--- src/rtl/pipe_pkg.sv ---
// Shared pipeline definitions: forward-select encodings,
// stall FSM states and default datapath widths.
package pipe_pkg;

    localparam int DW_DEF = 32;
    localparam int CW_DEF = 16;

    localparam logic [1:0] FWD_RF  = 2'b00;
    localparam logic [1:0] FWD_EX  = 2'b01;
    localparam logic [1:0] FWD_MEM = 2'b10;
    localparam logic [1:0] FWD_WB  = 2'b11;

    typedef enum logic {
        RUN   = 1'b0,
        STALL = 1'b1
    } state_e;

endpackage

--- src/rtl/fwd_mux.sv ---
// DW-wide 4:1 operand mux selected by a forward-select code.
// Ports: sel, rf/ex/mem/wb candidate values, y selected operand.
module fwd_mux
    import pipe_pkg::*;
#(
    parameter int DW = DW_DEF
) (
    input  logic [1:0]    sel,
    input  logic [DW-1:0] rf,
    input  logic [DW-1:0] ex,
    input  logic [DW-1:0] mem,
    input  logic [DW-1:0] wb,
    output logic [DW-1:0] y
);

    always_comb begin
        y = rf;
        unique case (sel)
            FWD_RF:  y = rf;
            FWD_EX:  y = ex;
            FWD_MEM: y = mem;
            FWD_WB:  y = wb;
        endcase
    end

endmodule

--- src/rtl/id_ex_fwd_stage.sv ---
// ID/EX register with operand forwarding, load-use stall, memory freeze and flush.
// Ports: ID inputs + forward sources in; PC/IF-ID enables, registered EX bundle, stall count out.
module id_ex_fwd_stage
    import pipe_pkg::*;
#(
    parameter int DW       = DW_DEF,
    parameter int CW       = CW_DEF,
    parameter int LOAD_BIT = 0,
    parameter int CNT_W    = 16
) (
    input  logic             clk,
    input  logic             rst_n,
    input  logic             id_valid,
    input  logic [4:0]       id_rs,
    input  logic [4:0]       id_rt,
    input  logic             id_use_rs,
    input  logic             id_use_rt,
    input  logic [DW-1:0]    id_busA,
    input  logic [DW-1:0]    id_busB,
    input  logic [CW-1:0]    id_ctrl,
    input  logic [1:0]       sel_a,
    input  logic [1:0]       sel_b,
    input  logic [DW-1:0]    ex_result,
    input  logic [DW-1:0]    mem_data,
    input  logic [DW-1:0]    wb_data,
    input  logic             flush,
    input  logic             mem_busy,
    output logic             pc_wr_en,
    output logic             ifid_wr_en,
    output logic             ex_valid,
    output logic [DW-1:0]    ex_busA,
    output logic [DW-1:0]    ex_busB,
    output logic [CW-1:0]    ex_ctrl,
    output logic [4:0]       ex_rs,
    output logic [4:0]       ex_rt,
    output logic [CNT_W-1:0] stall_cnt
);

    state_e state_q, state_d;

    logic             valid_q, valid_d;
    logic [DW-1:0]    busa_q, busa_d;
    logic [DW-1:0]    busb_q, busb_d;
    logic [CW-1:0]    ctrl_q, ctrl_d;
    logic [4:0]       rs_q, rs_d;
    logic [4:0]       rt_q, rt_d;
    logic [CNT_W-1:0] cnt_q, cnt_d;

    logic [DW-1:0] opa, opb;
    logic ex_load, hazard;
    logic en, bubble, load_id, cnt_inc;

    fwd_mux #(.DW(DW)) u_mux_a (
        .sel (sel_a),
        .rf  (id_busA),
        .ex  (ex_result),
        .mem (mem_data),
        .wb  (wb_data),
        .y   (opa)
    );

    fwd_mux #(.DW(DW)) u_mux_b (
        .sel (sel_b),
        .rf  (id_busB),
        .ex  (ex_result),
        .mem (mem_data),
        .wb  (wb_data),
        .y   (opb)
    );

    // Only an EX-stage load cannot be forwarded in time.
    assign ex_load = valid_q & ctrl_q[LOAD_BIT];
    assign hazard  = id_valid & ex_load &
                     ((id_use_rs & (sel_a == FWD_EX)) |
                      (id_use_rt & (sel_b == FWD_EX)));

    always_ff @(posedge clk or negedge rst_n) begin
        if (!rst_n) begin
            state_q <= RUN;
        end else begin
            state_q <= state_d;
        end
    end

    always_comb begin
        state_d = state_q;
        if (!mem_busy) begin
            if (!flush && state_q == RUN && hazard) begin
                state_d = STALL;
            end else begin
                state_d = RUN;
            end
        end
    end

    always_comb begin
        en      = 1'b1;
        bubble  = 1'b0;
        load_id = 1'b0;
        cnt_inc = 1'b0;
        if (mem_busy) begin
            en = 1'b0;
        end else if (flush) begin
            bubble = 1'b1;
        end else if (state_q == RUN && hazard) begin
            en      = 1'b0;
            bubble  = 1'b1;
            cnt_inc = 1'b1;
        end else begin
            load_id = 1'b1;
        end
    end

    assign pc_wr_en   = en & rst_n;
    assign ifid_wr_en = en & rst_n;

    // Bubbles clear the control view of EX; operand buses keep stale data.
    always_comb begin
        valid_d = valid_q;
        busa_d  = busa_q;
        busb_d  = busb_q;
        ctrl_d  = ctrl_q;
        rs_d    = rs_q;
        rt_d    = rt_q;
        cnt_d   = cnt_q;
        if (bubble) begin
            valid_d = 1'b0;
            ctrl_d  = '0;
            rs_d    = '0;
            rt_d    = '0;
        end else if (load_id) begin
            valid_d = id_valid;
            busa_d  = opa;
            busb_d  = opb;
            ctrl_d  = id_ctrl;
            rs_d    = id_rs;
            rt_d    = id_rt;
        end
        if (cnt_inc && cnt_q != '1) begin
            cnt_d = cnt_q + CNT_W'(1);
        end
    end

    always_ff @(posedge clk or negedge rst_n) begin
        if (!rst_n) begin
            valid_q <= 1'b0;
            busa_q  <= '0;
            busb_q  <= '0;
            ctrl_q  <= '0;
            rs_q    <= '0;
            rt_q    <= '0;
            cnt_q   <= '0;
        end else begin
            valid_q <= valid_d;
            busa_q  <= busa_d;
            busb_q  <= busb_d;
            ctrl_q  <= ctrl_d;
            rs_q    <= rs_d;
            rt_q    <= rt_d;
            cnt_q   <= cnt_d;
        end
    end

    assign ex_valid  = valid_q;
    assign ex_busA   = busa_q;
    assign ex_busB   = busb_q;
    assign ex_ctrl   = ctrl_q;
    assign ex_rs     = rs_q;
    assign ex_rt     = rt_q;
    assign stall_cnt = cnt_q;

endmodule

--- config.mk ---
export PLATFORM = sky130hd
export DESIGN_NAME = id_ex_fwd_stage
export DESIGN_NICKNAME = d
export VERILOG_FILES = /design/src/rtl/pipe_pkg.sv /design/src/rtl/fwd_mux.sv /design/src/rtl/id_ex_fwd_stage.sv
export SDC_FILE = /design/constraint.sdc
export NUM_CORES = 1
export LEC_CHECK = 0
export CAP_MARGIN = 0
export CORE_MARGIN = 2
export CORE_UTILIZATION = 25
export CTS_CLUSTER_SIZE = 14
export DETAILED_ROUTE_END_ITERATION = 7
export PLACE_DENSITY = 0.59
export SLEW_MARGIN = 20
export SYNTH_ARGS = -nofsm -noshare
export SYNTH_HDL_FRONTEND = slang
export SYNTH_HIERARCHICAL = 1
export SYNTH_SLANG_ARGS = --single-unit
--- constraint.sdc ---
create_clock -name clk -period 3.45 [get_ports clk]
set_input_delay 0.69 -clock clk [delete_from_list [all_inputs] [get_ports clk]]
set_output_delay 0.69 -clock clk [all_outputs]
set_load 0.05 [all_outputs]
Word-level counts from Yosys, hierarchy flattened
Cells that the tools add are included.
Widths: inputs -> output; s select.
{"block": "op_classes", "addsub": 1, "eq_ne": 7, "mux": 21, "n_bitwise": 9, "n_reduce_logical": 9}
{"operator": "$pmux 32 s4", "count": 2}
{"operator": "$mux 16", "count": 2}
{"operator": "$mux 5", "count": 4}
{"operator": "$add 16x1->16 const B", "count": 1}
{"operator": "$ne 16x16->1 const B", "count": 1}
{"operator": "$mux 1", "count": 13}
{"operator": "$eq 2x2->1 const B", "count": 4}
{"operator": "$and 1x1->1", "count": 6}
{"operator": "$eq 2x1->1 const B", "count": 2}
{"operator": "$logic_and 1x1->1", "count": 4}
{"operator": "$logic_not 2->1", "count": 2}
{"operator": "$not 1->1", "count": 2}
{"operator": "$reduce_and 2->1", "count": 1}
{"operator": "$reduce_bool 2->1", "count": 1}
{"operator": "$logic_not 1->1", "count": 1}
{"operator": "$or 1x1->1", "count": 1}
{"block": "totals", "reg_bits": 108, "in_bits": 197, "out_inout_bits": 109, "word_cells": 55}

Logic depth before layout (Yosys ltp)
{"block": "logic_depth", "word_depth": 10, "ltp_mapped": 6, "depth_no_buf": 5}

Cells and area by module
Netlist, hierarchy kept.
{"mod": "id_ex_fwd_stage", "n_inst": 1, "cells_each": 282, "area_per_inst_um2": 4235.3, "seq_area_each_um2": 2702.6}
{"mod": "fwd_mux", "n_inst": 2, "cells_each": 39, "area_per_inst_um2": 814.5, "seq_area_each_um2": 0.0}

Least setup slack after synthesis
Ideal clock, no wire load.
{"block": "synth_path", "path_type": "input -> output", "startpoint": "input port mem_busy", "endpoint": "output port pc_wr_en", "t_arrival_ns": 2.498, "t_required_ns": 2.760, "path_slack_ns": 0.262, "stages": 3, "n_path_buf": 2, "path_cell_list": "clkbuf_1 > nor3b_1 > buf_4"}
{"block": "synth_between", "elab_chain_len": 2}
{"item": "start: declaration", "line_no": "id_ex_fwd_stage.sv:27", "rtl": "input logic mem_busy,"}
{"item": "$mux 1", "line_no": "id_ex_fwd_stage.sv:101", "rtl": "if (mem_busy) begin"}
{"item": "$and 1x1->1"}
{"item": "end: declaration", "line_no": "id_ex_fwd_stage.sv:28", "rtl": "output logic pc_wr_en,"}
Every way passes these cells.

Worst setup path in the final report
{"block": "layout_path", "startpoint": "input port id_use_rs", "endpoint": "output port ifid_wr_en"}
{"block": "layout_between", "elab_chain_len": 8}
{"item": "start: declaration", "line_no": "id_ex_fwd_stage.sv:16", "rtl": "input logic id_use_rs,"}
{"item": "$and 1x1->1", "line_no": "id_ex_fwd_stage.sv:74", "rtl": "((id_use_rs & (sel_a == FWD_EX)) |"}
{"item": "$or 1x1->1", "line_no": "id_ex_fwd_stage.sv:74"}
{"item": "$and 1x1->1", "line_no": "id_ex_fwd_stage.sv:73", "rtl": "assign hazard = id_valid & ex_load &"}
{"item": "$logic_and 1x1->1", "line_no": "id_ex_fwd_stage.sv:105", "rtl": "end else if (state_q == RUN && hazard) begin"}
{"item": "$mux 1", "line_no": "id_ex_fwd_stage.sv:105"}
{"item": "$mux 1", "line_no": "id_ex_fwd_stage.sv:103", "rtl": "end else if (flush) begin"}
{"item": "$mux 1", "line_no": "id_ex_fwd_stage.sv:101"}
{"item": "$and 1x1->1", "line_no": "id_ex_fwd_stage.sv:115", "rtl": "assign ifid_wr_en = en & rst_n;"}
{"item": "end: declaration", "line_no": "id_ex_fwd_stage.sv:29", "rtl": "output logic ifid_wr_en,"}
Every way passes these cells.

==> results.md <==
- Status: complete, no violations
- Fmax: between 300 and 400 MHz
- Hold-fix buffers, CTS: 0
- Via/cell ratio: around 4.7
- Postcts setup bufs: 0
- CTS Buf Count: 9
- Sequential share of the synthesized area: between 40% and 50%
- DRT antenna net count: 0
- DIE WIDTH: ~160 µm
- PortBufs: roughly 310
- H-tree depth: 3
- RSZ-0062 raised after global routing: no
- Crit path required time: roughly 2.8 ns
- Post-detailed-route wirelength per cell: roughly 19 µm
- Slew Limit Fails: 0
- CTS max path bufs: 2
- Worst path arrival time: between 2 and 2.5 ns
- Pre-CTS setup slack: between 0.4 and 0.5 ns
- Initial antenna violation count: 0
- Min Tclk post-route: 2.963 ns
- Yosys reg bits: about 110
- HP Class: in2async
- Fill cell count: 2,180
- Total congestion overflow: 0
- First-pass GRT wire length: approximately 28,000 µm
- Skew-Pair Late Insertion Delay: roughly 0.35 ns
- Post-Synthesis Cell Area: about 5900 µm²
- Crit-path max FO: 3
- Synth unique cells: 33
- Total number of placement rows: 56
- Power Density: around 450 nW/µm²
- Cell taking the most area after synthesis: dfrtp_1
- Total GRT Usage: 14.78%
- Layout Skew: approximately 0.0096 ns
- Setup_tns: 0 ns
- Post-DP Area: between 9000 and 10,000 µm²
- Synth top area share: a little under half
- CTS sink count: between 100 and 150
- Slew margin rel.: approximately 43%
- Routed via count: 4,607
- Largest net degree at the start of global routing: 70
- Crit start category: input port
- Clk slew on worst S/H paths: 0.08 ns
- Actual slew at the worst max-slew pin: between 0.8 and 0.9 ns
- GPL Wtd Cong: ~0.78
- Post-Syn Nets: 558
- Area contributors post-synth: dfrtp_1, mux4_2, mux2_2, a22o_1, buf_12
- Crit path kind: in2out
- Max Cap Viol: 0
- CTS Root Cell: clkbuf_16
- YS warnings: 6
- Initial DRC count: roughly 230
- Pre-antenna DRT Iters: 4
- Final Instance Area: around 9500 µm²
- Tcrit/Tclk final: roughly 86%
- Share of layout cells above drive strength 1: around 25%
- Starting Density: about a quarter
- HPWL after DPL: approximately 14,000 µm
- Placeable Area: around 23,000 µm²
- Synthesis-to-layout area growth: 61.68%
- Diodes inserted: 0
- CTS tree: built
- Hold Vio Cnt, Final: 0
- Cell count of the worst reg-to-reg path: 6
- Syn avg cell area: between 15 and 20 µm²
- # nets final: 855
- Die Area: around 25,000 µm²
- DRC viols: 0
- Die Span Y: 157.2 µm
- # setup viols final: 0
- Number of global-route vias before repair: 5,028
- Mapped Cells: 360
- Maximum vdd drop: between 0.15 and 0.2 mV
- Io pins: ~310
- Post-CTS sizing: 0
- Pleak: ~0.0037 µW
- Crit end category: output pin
- Post-route worst setup slack: slightly below 0.5 ns
- Routed Wire Length: approximately 19,000 µm
## registers in the layout, summed over array words and instances (netlist names)
name and count:
ex_busA 32, ex_busB 32, ex_ctrl 16, stall_cnt 16, ex_rs 5, ex_rt 5
ex_valid 1, state_q 1
## cell families (layout without fill, tap and decap cells)
| logic type | Yosys count | in the layout | share of synthesized area [%] |
|---|---|---|---|
| simple gates | 45 | 45 | 5.035 |
| flops | 108 | 108 | 46.08 |
| fa+ha+maj | 1 | 1 | 0.2133 |
| buf+inv | 32 | 334 | 4.523 |
| compound gates | 30 | 30 | 4.480 |
| mux | 132 | 132 | 37.87 |
| xor+xnor | 12 | 12 | 1.792 |
## critical path, stage by stage
cell and delay, ns:
clkdlybuf4s50_1 0.41, nand3b_1 0.21, a211oi_1 0.12, nor3b_1 0.62, buf_12 0.22
## worst paths after layout
| path | startpoint | to | slack (ns) |
|---|---|---|---|
| max | id_use_rs | ifid_wr_en | 0.49 |
| min | rst_n | ex_busA[10] | 0.44 |
| max reg2reg | stall_cnt[0] | stall_cnt[9] | 1.32 |
| min reg2reg | state_q | state_q | 0.49 |
| max in group asynchronous | rst_n | ex_rs[0] | 1.70 |
| min in group clk | state_q | state_q | 0.49 |
## layout make-up
cell class / instances / area [µm²] / share of cell area (%)
Timing Repair Buffer: 316 / 3146 / 33.18
Inverter: 2 / 7.507 / 0.07918
Clock buffer: 11 / 242.7 / 2.560
Multi-Input combinational cell: 220 / 2915 / 30.75
Clock inverter: 5 / 68.82 / 0.7258
Tap cell: 319 / 399.1 / 4.210
Sequential cell: 108 / 2703 / 28.50
## placed cells by master, fill, tap and decap left out, types with 9 or more instances in the layout
cell             count
a22o_1              27
buf_4               11
clkbuf_16            9
clkdlybuf4s50_1    298
dfrtp_1            108
mux2_2              67
mux4_2              60
nand2_1              9
xor2_1              11
## synthesized netlist by cell type
cell	number
and4_1	1
nor3b_1	3
and3_2	2
mux4_1	4
mux2i_1	1
buf_2	14
buf_6	3
nand3b_1	2
a22o_1	27
and4b_2	1
mux2_2	67
nand4_1	5
a2111o_1	1
nor2_1	2
xor2_1	11
xnor2_1	1
buf_4	2
clkbuf_1	5
nor3_1	5
nand3_1	4
and2_2	1
mux4_2	60
nor4b_1	1
dfrtp_1	108
nand4b_1	1
a211oi_1	2
nand2_1	9
nand2b_1	1
nor4_1	5
ha_1	1
inv_1	2
buf_12	6
nor4_4	2
## report_power, final
group	switching, µW	internal (µW)
sequential	91.6	1440
clock	499	596
combinational	947	741
## per-stage QoR
step,power (µW),std cells,util [%],hold slack [ns]
after floorplan,2534,360,-,0.3944
after global placement,3240,965,39.42,0.4792
after detailed placement,3257,965,39.42,0.4801
after CTS,4380,981,40.76,0.4732
after global routing,4512,981,40.76,0.4887
final,4313,981,40.76,0.4416
## metal layers
metal | wire (µm) | GRT usage, % | vias to the layer above
li1 | - | - | 2037
met1 | 7085 | 16.61 | 2353
met2 | 9879 | 27.10 | 191
met3 | 1237 | 3.552 | 26
met4 | 404 | 5.368 | 0
met5 | 0 | 0 | -
(Power assumes the default switching activity.)
